`config.mk`:
```
export PLATFORM = sky130hd
export DESIGN_NAME = ycr_tcm_dmem_arb
export DESIGN_NICKNAME = d
export VERILOG_FILES = /design/src/rtl/ycr_tcm_dmem_arb.sv
export SDC_FILE = /design/constraint.sdc
export NUM_CORES = 1
export LEC_CHECK = 0
export CORE_AREA = 2 2 122 124
export DETAILED_ROUTE_END_ITERATION = 10
export DIE_AREA = 0 0 124 126
export DONT_BUFFER_PORTS = 1
export HOLD_SLACK_MARGIN = 0.1
export PLACE_DENSITY_LB_ADDON = 0.12
export SYNTH_ARGS = -nofsm -noshare
export SYNTH_HDL_FRONTEND = slang
export SYNTH_SLANG_ARGS = --single-unit
```
`constraint.sdc`:
```
create_clock -name clk -period 3.2 [get_ports clk]
set_input_delay 0.32 -clock clk [delete_from_list [all_inputs] [get_ports clk]]
set_output_delay 0.32 -clock clk [all_outputs]
set_load 0.01 [all_outputs]
```
`src/rtl/ycr_tcm_dmem_arb.sv`:
```
// Arbiter feeding the TCM data port from the core dmem interface and a Wishbone slave port.
// Converts Wishbone byte lanes to width/offset and bounds every response wait with a timeout.
module ycr_tcm_dmem_arb #(
  parameter logic [31:0] TCM_BASE     = 32'h0C48_0000,
  parameter int unsigned RESP_TIMEOUT = 15
) (
  input  logic        clk,
  input  logic        rst,
  // core dmem
  input  logic        core_req,
  input  logic        core_cmd,
  input  logic [1:0]  core_width,
  input  logic [31:0] core_addr,
  input  logic [31:0] core_wdata,
  output logic        core_req_ack,
  output logic [31:0] core_rdata,
  output logic [1:0]  core_resp,
  // Wishbone slave
  input  logic        wb_cyc_i,
  input  logic        wb_stb_i,
  input  logic        wb_we_i,
  input  logic [31:0] wb_adr_i,
  input  logic [3:0]  wb_sel_i,
  input  logic [31:0] wb_dat_i,
  output logic [31:0] wb_dat_o,
  output logic        wb_ack_o,
  output logic        wb_err_o,
  // TCM dmem
  output logic        tcm_req,
  output logic        tcm_cmd,
  output logic [1:0]  tcm_width,
  output logic [31:0] tcm_addr,
  output logic [31:0] tcm_wdata,
  input  logic        tcm_req_ack,
  input  logic [31:0] tcm_rdata,
  input  logic [1:0]  tcm_resp
);

  localparam int unsigned TW = $clog2(RESP_TIMEOUT + 1);

  localparam logic [2:0] StIdle  = 3'd0;
  localparam logic [2:0] StCReq  = 3'd1;
  localparam logic [2:0] StCResp = 3'd2;
  localparam logic [2:0] StWReq  = 3'd3;
  localparam logic [2:0] StWResp = 3'd4;
  localparam logic [2:0] StWDone = 3'd5;

  logic [2:0]    r_state;
  logic [2:0]    w_state_d;
  logic          r_last_wb;
  logic [TW-1:0] r_timer;
  logic [1:0]    r_wb_off;
  logic [1:0]    r_wb_width;
  logic          r_wb_err;
  logic [31:0]   r_wb_dat;

  logic          w_wb_pend;
  logic          w_grant_wb;
  logic          w_sel_ok;
  logic [1:0]    w_sel_width;
  logic [1:0]    w_sel_off;
  logic          w_timeout;
  logic          w_resp_vld;
  logic [4:0]    w_shamt;

  assign w_wb_pend  = wb_cyc_i & wb_stb_i;
  // Round robin: Wishbone wins a tie only if the core was served last.
  assign w_grant_wb = w_wb_pend & (~core_req | ~r_last_wb);
  assign w_timeout  = (r_timer == TW'(RESP_TIMEOUT));
  assign w_resp_vld = (tcm_resp != 2'b00);
  assign w_shamt    = {r_wb_off, 3'b000};

  always_comb begin
    w_sel_ok    = 1'b1;
    w_sel_width = 2'd0;
    w_sel_off   = 2'd0;
    case (wb_sel_i)
      4'b1111: w_sel_width = 2'd2;
      4'b0011: w_sel_width = 2'd1;
      4'b1100: begin
        w_sel_width = 2'd1;
        w_sel_off   = 2'd2;
      end
      4'b0001: w_sel_off = 2'd0;
      4'b0010: w_sel_off = 2'd1;
      4'b0100: w_sel_off = 2'd2;
      4'b1000: w_sel_off = 2'd3;
      default: w_sel_ok  = 1'b0;
    endcase
  end

  always_comb begin
    w_state_d = r_state;
    case (r_state)
      StIdle: begin
        if (w_grant_wb)    w_state_d = w_sel_ok ? StWReq : StWDone;
        else if (core_req) w_state_d = StCReq;
      end
      StCReq:  if (tcm_req_ack) w_state_d = StCResp;
      StCResp: if (w_timeout || w_resp_vld) w_state_d = StIdle;
      StWReq:  if (tcm_req_ack) w_state_d = StWResp;
      StWResp: if (w_timeout || w_resp_vld) w_state_d = StWDone;
      StWDone: w_state_d = StIdle;
      default: w_state_d = StIdle;
    endcase
  end

  always_ff @(posedge clk) begin
    if (rst) begin
      r_state    <= StIdle;
      r_last_wb  <= 1'b0;
      r_timer    <= '0;
      r_wb_off   <= 2'd0;
      r_wb_width <= 2'd0;
      r_wb_err   <= 1'b0;
      r_wb_dat   <= 32'h0;
    end else begin
      r_state <= w_state_d;
      case (r_state)
        StIdle: begin
          r_timer <= '0;
          if (w_grant_wb) begin
            r_last_wb  <= 1'b1;
            r_wb_off   <= w_sel_off;
            r_wb_width <= w_sel_width;
            r_wb_err   <= ~w_sel_ok;
          end else if (core_req) begin
            r_last_wb <= 1'b0;
          end
        end
        StCReq, StWReq: r_timer <= '0;
        StCResp: r_timer <= r_timer + TW'(1);
        StWResp: begin
          r_timer <= r_timer + TW'(1);
          if (w_timeout) begin
            r_wb_err <= 1'b1;
          end else if (w_resp_vld) begin
            r_wb_dat <= tcm_rdata << w_shamt;
            r_wb_err <= tcm_resp[1];
          end
        end
        default: ;
      endcase
    end
  end

  always_comb begin
    tcm_req      = 1'b0;
    tcm_cmd      = 1'b0;
    tcm_width    = 2'd0;
    tcm_addr     = 32'h0;
    tcm_wdata    = 32'h0;
    core_req_ack = 1'b0;
    core_resp    = 2'b00;
    core_rdata   = 32'h0;
    case (r_state)
      StCReq: begin
        tcm_req      = 1'b1;
        tcm_cmd      = core_cmd;
        tcm_width    = core_width;
        tcm_addr     = core_addr;
        tcm_wdata    = core_wdata;
        core_req_ack = tcm_req_ack;
      end
      StWReq: begin
        tcm_req   = 1'b1;
        tcm_cmd   = wb_we_i;
        tcm_width = r_wb_width;
        tcm_addr  = {TCM_BASE[31:13], wb_adr_i[12:2], r_wb_off};
        tcm_wdata = wb_dat_i >> w_shamt;
      end
      StCResp: begin
        core_resp  = w_timeout ? 2'b10 : tcm_resp;
        core_rdata = tcm_rdata;
      end
      default: ;
    endcase
  end

  assign wb_ack_o = (r_state == StWDone) & ~r_wb_err;
  assign wb_err_o = (r_state == StWDone) & r_wb_err;
  assign wb_dat_o = r_wb_dat;

endmodule

```
==> summary.md <==
In the final design database the tool counted 658 nets. The worst path needs 2.66 ns of the cycle, external delays included. The number of non-filler instances in the completed layout was 666; the synthesized netlist net count was 690. The run gives 0 as the max-cap check violation count. TritonCTS built the clock tree. The floorplan step set the die height to 126 um. The final layout contains routed wiring with a total length of 14900 um.

The remaining max-slew budget at the tightest pin came out at 0.296. The area growth from synthesis to layout is 8.38%. The worst setup path is launched from a register.

The number of distinct library cells after synthesis was 47. The setup TNS after final layout was 0 ns; the final worst-path cycle share was 0.831. In the routed design, unresolved DRC markers number 0. The detail route stage leaves a number of antenna-violating nets equal to 0. The total routing resource utilization after global routing is 0.179, and the highest attainable clock frequency is 376 MHz. The number of clock buffers added by TritonCTS is 5. Startpoint of the most critical hold path: tcm_rdata[7]. The share of final-layout standard cells stronger than drive strength 1 is 0.0602, and the number of synthesized flops with an enable pin is 0. For this block, the initial DRC count from the detailed router was 146.

The power per cell area is 557 nW/um^2. During synthesis, Yosys emitted a total of 0 warnings. No sink is reached through more buffers than the 2 on the longest clock path. The overall die width came out at 124 um. Share of Yosys cell area claimed by the top area cell type: 0.244. The clock transition at the register clock pins on the worst setup and hold paths after CTS is 0.07 ns.

sky130_fd_sc_hd__dfxtp_1 takes more of the synthesized area than any other cell. The floorplan core area was 14300 sq um. Routability-driven placement finished with a final weighted congestion of 0.771. In the layout the commonest cells are 80 x sky130_fd_sc_hd__nor2_1, 56 x sky130_fd_sc_hd__mux2i_1, 42 x sky130_fd_sc_hd__a21oi_1, 42 x sky130_fd_sc_hd__dfxtp_1, 35 x sky130_fd_sc_hd__and3_1. By area the synthesized netlist is led by sky130_fd_sc_hd__dfxtp_1 24%, sky130_fd_sc_hd__mux2i_1 15%, sky130_fd_sc_hd__nor2_1 8.2%, sky130_fd_sc_hd__a211oi_1 6.5%, sky130_fd_sc_hd__and3_1 5.9%.

Data required time of the critical path: 2.88 ns. Before CTS, the worst setup slack after placement is 0.803 ns. Row generation in the floorplan step produced 44 rows. The leakage power total is 1.41 nW. For the via count of the first global-routing pass, the log shows 3594.

The worst-case IR drop observed on VDD is 0.000244 V. The async set-or-reset flop fraction in the synthesized netlist is 0, and the number of vias per cell is 5.57. The count of buffers inserted at the top-level ports was 0; the maximum number of pins on one net before global-route repair was 45.

In the synthesized netlist the dominant register cell turns out to be sky130_fd_sc_hd__dfxtp_1. The tree built by TritonCTS fans out to 45 sinks. Setup repair after global routing left no endpoint under its margin. The I/O pin count was 313; the routed length per instance was 22.3 um. For this run, the detailed router's first-pass iteration total came to 4.

The library cell used most frequently in the layout, excluding fill and tap cells, is sky130_fd_sc_hd__nor2_1. The worst hold path terminates at wb_dat_o[7]. The tools report the H-tree depth reported by CTS as 2. The register area share after synthesis is 0.244, and the final-layout fill cell count is 1590. The final worst-path setup slack is 0.540 ns. The tools report the post-route clock skew as 0.00809 ns. The run finished with clean final reports.

Setup violations remaining at the end of the flow were counted as 0. The worst min-delay path category is input port to register. The detailed router placed 3709 vias in this run. A synthesized cell averages 7.19 sq um.

Number of cells traversed by the worst hold path: 2. The number of inserted diodes is 0, and the internal reg-to-reg setup slack is 0.97 ns. At the worst endpoint, the arrival time is 2.34 ns. The first-pass GRT wire length is 21300 um, and the clock latency on the worst-skew pair is 0.29 ns. For the area enclosed by the die boundary, the log shows 15600 sq um.

The global route total overflow came out at 0. Worst flop-to-flop path endpoint: r_state[0]. The largest fanout on the critical path is 11.

The starting density of the core came out at 0.258. The synthesized netlist cell count came out at 513. The actual slew at the worst max-slew pin works out to 1.05 ns. The run gives 11600 um as the detailed-placement wirelength estimate. The number of pins exceeding their max-slew limit in the final report came out at 0. The cell count of the worst reg-to-reg path was 6; the number of endpoints with negative hold slack in the final report was 0.

The cell sitting at the root of the clock tree is a sky130_fd_sc_hd__clkbuf_16. The synthesized flop and latch total works out to 45. The critical path capture point type was an output port. The post-CTS setup buffer count was 0; the number of placed instances with taps included was 656.

The initial antenna violation count is 0. The critical path class is register to output port. The logs give 3690 sq um for the netlist area before placement and 0.279 for the share of the core filled with cells. The worst register-to-register path begins at r_state[1].
-- worst max path at each step --
stage	to	start	slack [ns]
after detailed placement	tcm_wdata[15]	r_state[0]	0.80
after global placement	tcm_wdata[15]	r_state[0]	0.80
final	tcm_wdata[15]	r_state[0]	0.54
after floorplan	tcm_wdata[14]	r_state[2]	1.32
after global routing	tcm_wdata[15]	r_state[0]	0.25
after CTS	tcm_wdata[15]	r_state[0]	0.50
-- synthesized netlist by cell type (17+ instances only) --
library cell / n
sky130_fd_sc_hd__a211oi_1: 32
sky130_fd_sc_hd__a21oi_1: 42
sky130_fd_sc_hd__and2_1: 17
sky130_fd_sc_hd__and3_1: 35
sky130_fd_sc_hd__buf_2: 17
sky130_fd_sc_hd__clkbuf_1: 28
sky130_fd_sc_hd__dfxtp_1: 45
sky130_fd_sc_hd__mux2i_1: 56
sky130_fd_sc_hd__nand2_1: 30
sky130_fd_sc_hd__nor2_1: 81
sky130_fd_sc_hd__nor2b_1: 20
sky130_fd_sc_hd__nor3_1: 21
sky130_fd_sc_hd__o21ai_0: 18
-- timing repair --
item / 4_1_cts / 5_1_grt
endpoints found under the hold margin: 42 / 0
hold buffers: 2 / 0
gates resized for setup: 0 / 0
-- power breakdown --
part	total (W)	switching [W]	internal, W
registers	0.000674	0.0000759	0.000598
logic	0.000949	0.000632	0.000318
clock network	0.000603	0.000260	0.000343
total	0.00223	0.000967	0.00126
-- flip-flops by register name (all words and copies together) (netlist names) --
name and count:
wb_dat_o 32, r_wb_err 1, r_state 3, r_wb_off 2, r_last_wb 1, r_timer 4, r_wb_width 2
-- cells by family (layout without fill, tap and decap cells) --
family / Yosys count / after routing / synth area share
buffers and inverters: 55 / 24 / 0.0648
AOI/OAI and AO/OA: 125 / 125 / 0.225
DFF: 45 / 45 / 0.244
xor gates and xnor gates: 3 / 3 / 0.00713
adders and majority gates: 1 / 1 / 0.00339
muxes: 56 / 56 / 0.152
and+or+nand+nor: 228 / 228 / 0.303
-- final cells by class --
class                      instances  area (sq um)  share of cell area
clock inverter                     2          18.8             0.00470
tap                              184           230              0.0576
multi-input combinational        413          2570               0.643
inverter                           4          15.0             0.00376
sequential                        45           907               0.227
timing repair buffer              12           105              0.0263
clock buffer                       6           150              0.0376
-- per-layer routing --
metal | wire length (um) | track usage | vias up
li1 | - | - | 1779
met1 | 5680 | 0.196 | 1739
met2 | 7730 | 0.340 | 183
met3 | 1340 | 0.0521 | 8
met4 | 110 | 0.0284 | 0
met5 | 0 | 0 | -
-- critical path: stages (launching register included) --
cell	delay [ns]
sky130_fd_sc_hd__dfxtp_1	0.57
sky130_fd_sc_hd__nand2b_1	0.17
sky130_fd_sc_hd__nor3_1	0.87
sky130_fd_sc_hd__a22oi_1	0.13
sky130_fd_sc_hd__o21ai_0	0.30
-- metrics by stage --
| step | instance area [sq um] | power [W] | hold WS, ns |
|---|---|---|---|
| 3_5_place_dp | 3800 | 0.00164 | 0.392 |
| 6_report | 4000 | 0.00223 | 0.169 |
| 4_1_cts | 4000 | 0.00227 | 0.163 |
| 5_1_grt | 4000 | 0.00239 | 0.176 |
| 2_1_floorplan | 3690 | 0.00146 | 0.437 |
| 3_3_place_gp | 3800 | 0.00163 | 0.390 |
Note: power is estimated with default switching activity, not from simulation.
